==> config.mk <==
export PLATFORM = sky130hd
export DESIGN_NAME = uart_tx_param
export DESIGN_NICKNAME = d
export VERILOG_FILES = /design/src/rtl/uart_tx_param.sv
export SDC_FILE = /design/constraint.sdc
export NUM_CORES = 1
export LEC_CHECK = 0
export CAP_MARGIN = 20
export CORE_ASPECT_RATIO = 1.2
export CORE_MARGIN = 2
export CORE_UTILIZATION = 40
export DETAILED_ROUTE_END_ITERATION = 10
export GPL_TIMING_DRIVEN = 0
export PLACE_DENSITY = 0.58
export SKIP_LAST_GASP = 1
export SLEW_MARGIN = 30
export SYNTH_ARGS = -nofsm -noshare
export SYNTH_HDL_FRONTEND = slang
export SYNTH_SLANG_ARGS = --single-unit
export TNS_END_PERCENT = 100
==> constraint.sdc <==
create_clock -name clk -period 3.69 [get_ports clk]
set_clock_uncertainty 0.05 [all_clocks]
set_input_delay 0.5535 -clock clk [delete_from_list [all_inputs] [get_ports clk]]
set_output_delay 0.5535 -clock clk [all_outputs]
set_load 0.01 [all_outputs]
==> src/rtl/uart_tx_param.sv <==
// ============================================================================
// Module   : uart_tx_param
// Brief    : FIFO-buffered UART transmitter, optional parity under UART_TX_PARITY_EN
// Revision : 1.0 - initial release
// ============================================================================
`default_nettype none

module uart_tx_param #(
   parameter int DATA_BITS   = 8,
   parameter int CLK_PER_BIT = 10416,
   parameter int FIFO_DEPTH  = 16
) (
   input  logic                          clk,
   input  logic                          rstn,
   input  logic [DATA_BITS-1:0]          s_data,
   input  logic                          s_valid,
   output logic                          s_ready,
   input  logic                          cfg_two_stop,
   input  logic [1:0]                    cfg_parity,
   output logic                          txd,
   output logic                          tx_busy,
   output logic [$clog2(FIFO_DEPTH):0]   fifo_count
);

   localparam int AW = $clog2(FIFO_DEPTH);
   localparam int CW = AW + 1;
   localparam int BW = $clog2(CLK_PER_BIT);
   localparam int IW = $clog2(DATA_BITS);

   localparam logic [CW-1:0] c_depth    = CW'(FIFO_DEPTH);
   localparam logic [BW-1:0] c_bit_last = BW'(CLK_PER_BIT - 1);
   localparam logic [IW-1:0] c_idx_last = IW'(DATA_BITS - 1);

   typedef enum logic [2:0] {
      S_IDLE   = 3'd0,
      S_START  = 3'd1,
      S_DATA   = 3'd2,
      S_PARITY = 3'd3,
      S_STOP   = 3'd4
   } state_t;

   logic [DATA_BITS-1:0] mem_q [FIFO_DEPTH];
   logic [AW-1:0]        wr_ptr_q;
   logic [AW-1:0]        rd_ptr_q;
   logic [CW-1:0]        count_q;

   state_t               state_q;
   logic [BW-1:0]        bit_cnt_q;
   logic [IW-1:0]        idx_q;
   logic [DATA_BITS-1:0] shreg_q;
   logic                 two_stop_q;
   logic                 stop2_q;
   logic                 txd_q;
   logic                 busy_q;

   logic                 w_push;
   logic                 w_pop;
   logic                 w_bit_end;
   logic                 w_stop_done;
   logic [DATA_BITS-1:0] w_head;

`ifdef UART_TX_PARITY_EN
   logic                 par_en_q;
   logic                 par_bit_q;
`else
   logic                 cfg_parity_unused;
   assign cfg_parity_unused = ^cfg_parity;
`endif

   assign s_ready    = rstn && (count_q != c_depth);
   assign txd        = txd_q;
   assign tx_busy    = busy_q;
   assign fifo_count = count_q;

   assign w_push      = s_valid && s_ready;
   assign w_head      = mem_q[rd_ptr_q];
   assign w_bit_end   = (bit_cnt_q == c_bit_last);
   assign w_stop_done = (state_q == S_STOP) && w_bit_end && (!two_stop_q || stop2_q);
   // Pop either from idle or on the very last stop cycle, so frames abut.
   assign w_pop       = (count_q != '0) && ((state_q == S_IDLE) || w_stop_done);

   always_ff @(posedge clk) begin
      if (w_push) begin
         mem_q[wr_ptr_q] <= s_data;
      end
   end

   always_ff @(posedge clk) begin
      if (!rstn) begin
         wr_ptr_q <= '0;
         rd_ptr_q <= '0;
         count_q  <= '0;
      end else begin
         if (w_push) wr_ptr_q <= wr_ptr_q + AW'(1);
         if (w_pop)  rd_ptr_q <= rd_ptr_q + AW'(1);
         case ({w_push, w_pop})
            2'b10:   count_q <= count_q + CW'(1);
            2'b01:   count_q <= count_q - CW'(1);
            default: count_q <= count_q;
         endcase
      end
   end

   // txd is driven from the state of the previous cycle, one edge behind the pop.
   always_ff @(posedge clk) begin
      if (!rstn) begin
         state_q    <= S_IDLE;
         bit_cnt_q  <= '0;
         idx_q      <= '0;
         shreg_q    <= '0;
         two_stop_q <= 1'b0;
         stop2_q    <= 1'b0;
         txd_q      <= 1'b1;
         busy_q     <= 1'b0;
`ifdef UART_TX_PARITY_EN
         par_en_q   <= 1'b0;
         par_bit_q  <= 1'b0;
`endif
      end else begin
         busy_q <= (state_q != S_IDLE) || (count_q != '0);

         if ((state_q == S_IDLE) || w_bit_end) bit_cnt_q <= '0;
         else                                  bit_cnt_q <= bit_cnt_q + BW'(1);

         if (w_pop) begin
            shreg_q    <= w_head;
            two_stop_q <= cfg_two_stop;
            stop2_q    <= 1'b0;
`ifdef UART_TX_PARITY_EN
            par_en_q   <= cfg_parity[0] ^ cfg_parity[1];
            par_bit_q  <= (^w_head) ^ cfg_parity[1];
`endif
         end

         case (state_q)
            S_IDLE: begin
               txd_q <= 1'b1;
               if (w_pop) state_q <= S_START;
            end
            S_START: begin
               txd_q <= 1'b0;
               if (w_bit_end) begin
                  idx_q   <= '0;
                  state_q <= S_DATA;
               end
            end
            S_DATA: begin
               txd_q <= shreg_q[0];
               if (w_bit_end) begin
                  shreg_q <= shreg_q >> 1;
                  if (idx_q == c_idx_last) begin
`ifdef UART_TX_PARITY_EN
                     state_q <= par_en_q ? S_PARITY : S_STOP;
`else
                     state_q <= S_STOP;
`endif
                  end else begin
                     idx_q <= idx_q + IW'(1);
                  end
               end
            end
`ifdef UART_TX_PARITY_EN
            S_PARITY: begin
               txd_q <= par_bit_q;
               if (w_bit_end) state_q <= S_STOP;
            end
`endif
            S_STOP: begin
               txd_q <= 1'b1;
               if (w_bit_end) begin
                  if (two_stop_q && !stop2_q) stop2_q <= 1'b1;
                  else if (w_pop)             state_q <= S_START;
                  else                        state_q <= S_IDLE;
               end
            end
            default: begin
               txd_q   <= 1'b1;
               state_q <= S_IDLE;
            end
         endcase
      end
   end

endmodule

`default_nettype wire
# Yosys cells after proc, flatten, opt, wreduce, memory -nomap -nowiden
# Memory sizes are Yosys's and may differ from the RTL's. A register that Yosys moved wholly into a read port is not among the register bits.
# Index checks and enable logic that the tools add are counted.
[op_classes] multipliers=0 reduce_logical=20 magnitude_cmp=0 div_mod_pow=0 addsub=6 shift=0 bitwise_logic=1 muxes=25 eq_ne=15
[op_table] op="$mux W3" count=9
[op_table] op="$mux W8" count=3
[op_table] op="$add A14 B1 Y14 const B" count=1
[op_table] op="$eq A14 B14 Y1 const B" count=1
[op_table] op="$ne A2 B2 Y1 const B" count=7
[op_table] op="$pmux W3 S4" count=1
[op_table] op="$pmux W5 S2" count=1
[op_table] op="$add A4 B1 Y4 const B" count=2
[op_table] op="$mux W4" count=2
[op_table] op="$mux W1" count=7
[op_table] op="$eq A3 B3 Y1 const B" count=2
[op_table] op="$logic_and A1 B1 Y1" count=6
[op_table] op="$pmux W3 S2" count=1
[op_table] op="$reduce_and A6 Y1" count=1
[op_table] op="$add A5 B1 Y5 const B" count=1
[op_table] op="$ne A5 B5 Y1 const B" count=1
[op_table] op="$reduce_bool A5 Y1" count=1
[op_table] op="$sub A5 B1 Y5 const B" count=1
[op_table] op="$logic_or A1 B1 Y1" count=4
[op_table] op="$reduce_and A4 Y1" count=1
[op_table] op="$reduce_bool A2 Y1" count=2
[op_table] op="$add A3 B1 Y3 const B" count=1
[op_table] op="$eq A3 B1 Y1 const B" count=1
[op_table] op="$eq A3 B2 Y1 const B" count=1
[op_table] op="8 further kinds" count=9
[totals] ramBits=128 rom_bits=0 in_bits=14 memories=1 out_inout_bits=8 latchBits=0 regBits=45
[mem_list] name="mem_q" depth=16 width=8 read_ports=1 rd_clocked_by_memory_dff=1 wr=1 line="42" rtl="logic [DATA_BITS-1:0] mem_q [FIFO_DEPTH];"

# Depth between registers and ports, before layout
[depth] depth_word=9 depth_mapped=13 mapped_depth_nobuf=13

# Least setup slack after synthesis
# OpenSTA, ideal clock, no wires.
[synth_path] path_kind="register -> register" start="reg bit_cnt_q[9]" end="reg count_q[4] (netlist: fifo_count[4])" path_slack_ns=0.406 stages_incl_launch_ff=13 required_ns=3.570 setup_time_ns=0.070 arrival_ns=3.163 path_cell_list="dfxtp_1 > or4b_4 > o41a_1 > or2_4 > inv_2 > ha_1 > xor2_1 > ha_1 > a211o_1 > a21oi_1 > a221oi_1 > or3_1 > a21oi_1"
[synth_between] elab_chain_len=7
[synth_lines] element="start: declaration" line="48" rtl="logic [BW-1:0] bit_cnt_q;"
[synth_lines] element="start signal: assignment" line="123" rtl="else bit_cnt_q <= bit_cnt_q + BW'(1);"
[synth_lines] element="$eq A14 B14 Y1 (*)" line="77" rtl="assign w_bit_end = (bit_cnt_q == c_bit_last);"
[synth_lines] element="$logic_and A1 B1 Y1 (*) (2 in a row)" line="78" rtl="assign w_stop_done = (state_q == S_STOP) && w_bit_end && (!two_stop_q || stop2_q);"
[synth_lines] element="$logic_or A1 B1 Y1 (*)" line="80" rtl="assign w_pop = (count_q != '0) && ((state_q == S_IDLE) || w_stop_done);"
[synth_lines] element="$logic_and A1 B1 Y1 (*)" line="80"
[synth_lines] element="$eq A2 B1 Y1 / $eq A2 B2 Y1 (equally long branches)" line="96" rtl="case ({w_push, w_pop})"
[synth_lines] element="$pmux W5 S2 / $reduce_bool A2 Y1 (equally long branches)"
[synth_lines] element="end signal: assignment" line="97" rtl="2'b10: count_q <= count_q + CW'(1);"
[synth_lines] element="end signal: assignment" line="98" rtl="2'b01: count_q <= count_q - CW'(1);"
[synth_lines] element="end signal: assignment" line="99" rtl="default: count_q <= count_q;"
[synth_lines] element="end: declaration" line="45" rtl="logic [CW-1:0] count_q;"
# Every way passes the cells marked *; elsewhere a longest branch is shown, timed or not.
# A chain may end at the register's enable or synchronous reset.

# Worst setup path in the final report
[layout_path] start="reg bit_cnt_q[4]" end="reg count_q[4] (netlist: fifo_count[4])"
# The elaborated chain is that of the path after synthesis.

==> flow_summary_export.csv <==
group,metric,value,unit
floorplanning,coreArea,17640,sq um
route,via_per_inst,5.489,
timing,slew_viol_final,0,
route,post-route-drc-count,0,
yosys,ys_types,51,
power,irDropWorstVdd,0.0003775,V
floorplanning,die_x,126.7,um
floorplanning,io_pins,22,
floorplanning,die_h,151.2,um
clock_tree,clock-root-buffer,"clkbuf_16",
yosys,syn_area_per_cell,14.87,sq um
yosys,synth_commonest_cells,"edfxtp_1, dfxtp_1, nor2_1, mux4_2, nand2_1",
yosys,synth_area,7226,sq um
finish,fillers,1529,
global_route,grt_antenna_before_repair,0,
worst_setup_path,critPathCaptureType,"flop",
yosys,synth_ff_type,"edfxtp_1",
clock_tree,clk_pin_slew,0.07,ns
timing,finalSetupTns,0,ns
timing,min_period,3.535,ns
worst_setup_path,worstPathArrival,3.85,ns
worst_setup_path,cp_max_fo,10,
worst_setup_path,path_cells,"or4b_2 > o41a_1 > or2_4 > clkinv_2 > ha_4 > xor2_1 > ha_1 > a211o_1 > a21oi_1 > a221oi_1 > or3_1 > a21oi_1",
worst_setup_path,cp_common_cell,"a21oi_1",
route,drtPass1Iterations,5,
finish,insertedDiodeCount,0,
yosys,seq_area_frac_synth,66.77,%
route,ant_nets,0,
global_route,grt_pass1_vias,4157,
clock_tree,insertion_delay,0.43,ns
finish,drive_above_1_share,16.67,%
global_route,grt_max_degree,17,
flow_run,maxCapViolCount,0,
finish,area_growth,15.29,%
global_route,grt_overflow,0,
yosys,synth_area_leaders,"edfxtp_1, dfxtp_1, mux4_2",
yosys,yosysMostFrequentCell,"edfxtp_1",
placement,place.gp.congestion,0.7893,
floorplanning,core.rowCount,53,
placement,io_buffers,19,
timing,clock.fmax,282.9,MHz
timing,rsz0062_at_grt,"false",
timing,setup_viol,0,
worst_setup_path,crit_path_start_kind,"flop",
power,p_leak,2.625,nW
yosys,synth_top_area_share,53.19,%
yosys,syn-num-nets,512,
yosys,syn_inst,486,
clock_tree,hold_buffers,0,
timing,hold_slack,0.4118,ns
worst_setup_path,max_stage_delay,0.68,ns
clock_tree,clockBufferDepth,2,
global_route,grt_pass1_wl,22.82,mm
worst_setup_path,critical_path_class,"flop to flop",
yosys,post-synth-top-area-cell,"edfxtp_1",
finish,finalNetCount,553,
clock_tree,cts_tree,"yes",
route,wl_per_cell,19.47,um
worst_hold_path,hold_path_class,"flop to flop",
worst_setup_path,cp_slowest_cell,"or4b_2",
timing,worstMarginPinSlew,0.9361,ns
clock_tree,h-tree-depth,4,
route,drt_iter0_markers,250,
route,wl,14.80,mm
clock_tree,cts_made_buffers,17,
finish,multi_input_area,2312,sq um
finish,register_area,4825,sq um
clock_tree,cts_sinks,177,
floorplanning,start_util,40.96,%
power,power_density,652.2,nW/um^2
floorplanning,dieArea,19160,sq um
yosys,synth_edf_count,128,
placement,hpwl,9.754,mm
timing,post-route-period-util,95.81,%
yosys,ys_warn_count,0,
timing,hold_viol_final,0,
global_route,grt_usage,16.09,%
route,vias,4172,
yosys,ys_ff_latch,177,
outcome,status,"finished, final reports clean",
yosys,synthArstFlopShare,0,%
timing,slew_headroom,37.36,%
worst_setup_path,crit_required,4.00,ns
==> worst max-delay path, delay by kind of cell (launching register included) <==
| family | cells | cell delay [ns] |
|---|---|---|
| and+or+nand+nor | 3 | 1.29 |
| AOI/OAI and AO/OA | 5 | 1.12 |
| adders and majority gates | 2 | 0.41 |
| DFF | 1 | 0.35 |
| buffers and inverters | 1 | 0.17 |
| xor gates and xnor gates | 1 | 0.07 |
==> timing repair <==
item | 4_1_cts | 5_1_grt
endpoints found under the setup margin | 0 | 1
gates resized for setup | 0 | 4
buffers inserted | 0 | 1
==> final timing paths <==
check / startpoint / endpoint / slack (ns) / cells after the start
worst max-delay path: bit_cnt_q[4] / fifo_count[4] / 0.15 / 12
worst min register to register: shreg_q[5] / shreg_q[4] / 0.41 / 2
worst min-delay path: shreg_q[5] / shreg_q[4] / 0.41 / 2
worst max register to register: bit_cnt_q[4] / fifo_count[4] / 0.15 / 12
==> through the flow <==
step / utilization (%) / area, sq um / instances / setup slack [ns] / power (mW)
after floorplan: - / 7226 / 486 / 0.4061 / 3.323
after global placement: 43.60 / 7691 / 725 / 0.08390 / 3.664
after detailed placement: 43.80 / 7726 / 727 / 0.06565 / 3.700
after CTS: 47.02 / 8294 / 759 / 0.05078 / 5.451
after global routing: 47.23 / 8330 / 760 / 0.002812 / 5.698
final: 47.23 / 8330 / 760 / 0.1546 / 5.433
==> placed cells by master, fill, tap and decap left out, drive strengths merged, types with 6 or more instances in the layout <==
cell	synthesis	final
buf	6	9
xor2	12	12
or3	8	8
mux2i	7	7
a21oi	17	17
nor2	36	36
nor3	7	7
edfxtp	128	128
nand4	7	7
inv	12	14
dfxtp	49	49
clkdlybuf4s50	0	19
nand2	30	30
ha	12	12
nand3	6	6
mux4	30	30
mux2	8	8
xnor2	7	7
nand2b	7	7
clkinv	0	6
o21ai	12	12
o211ai	8	8
clkbuf	17	36
==> cells by family after synthesis <==
family / Yosys count / share of synthesized area (%)
xor+xnor: 19 / 2.303
flops: 177 / 66.77
simple gates: 125 / 8.762
mux: 45 / 11.57
buf+inv: 35 / 1.887
compound gates: 73 / 6.632
fa+ha+maj: 12 / 2.078
==> metal layers <==
| layer | vias to the layer above | track usage, % | share of wire [%] |
|---|---|---|---|
| met2 | 92 | 27.68 | 51 |
| met3 | 26 | 3.956 | 3.5 |
| met5 | - | 0 | 0 |
| met1 | 2102 | 19.43 | 43 |
| li1 | 1952 | - | - |
| met4 | 0 | 6.868 | 2.3 |
==> flip-flops by register name, indices dropped and copies added, names as in the netlist, named ones only <==
| register | count |
|---|---|
| bit_cnt_q | 14 |
| two_stop_q | 1 |
| stop2_q | 1 |
| mem_q | 128 |
| idx_q | 3 |
| txd | 1 |
| rd_ptr_q | 4 |
| state_q | 3 |
| tx_busy | 1 |
| fifo_count | 5 |
| shreg_q | 8 |
| wr_ptr_q | 4 |
==> layout make-up <==
class                   instances  share of cell area (%)
clock inverters                13                   1.622
flip-flops and latches        177                   57.92
inverters                      12                  0.5557
multi-input cells             274                   27.76
plain buffers                  23                   1.096
well taps                     220                   3.304
repair buffers                 22                   2.553
clock buffers                  19                   5.197
==> power by group <==
group	switching [mW]	internal, mW
Sequential	0.0830	2.25
Clock	0.762	0.996
Combinational	0.723	0.617
Note: power is estimated with default switching activity, not from simulation.
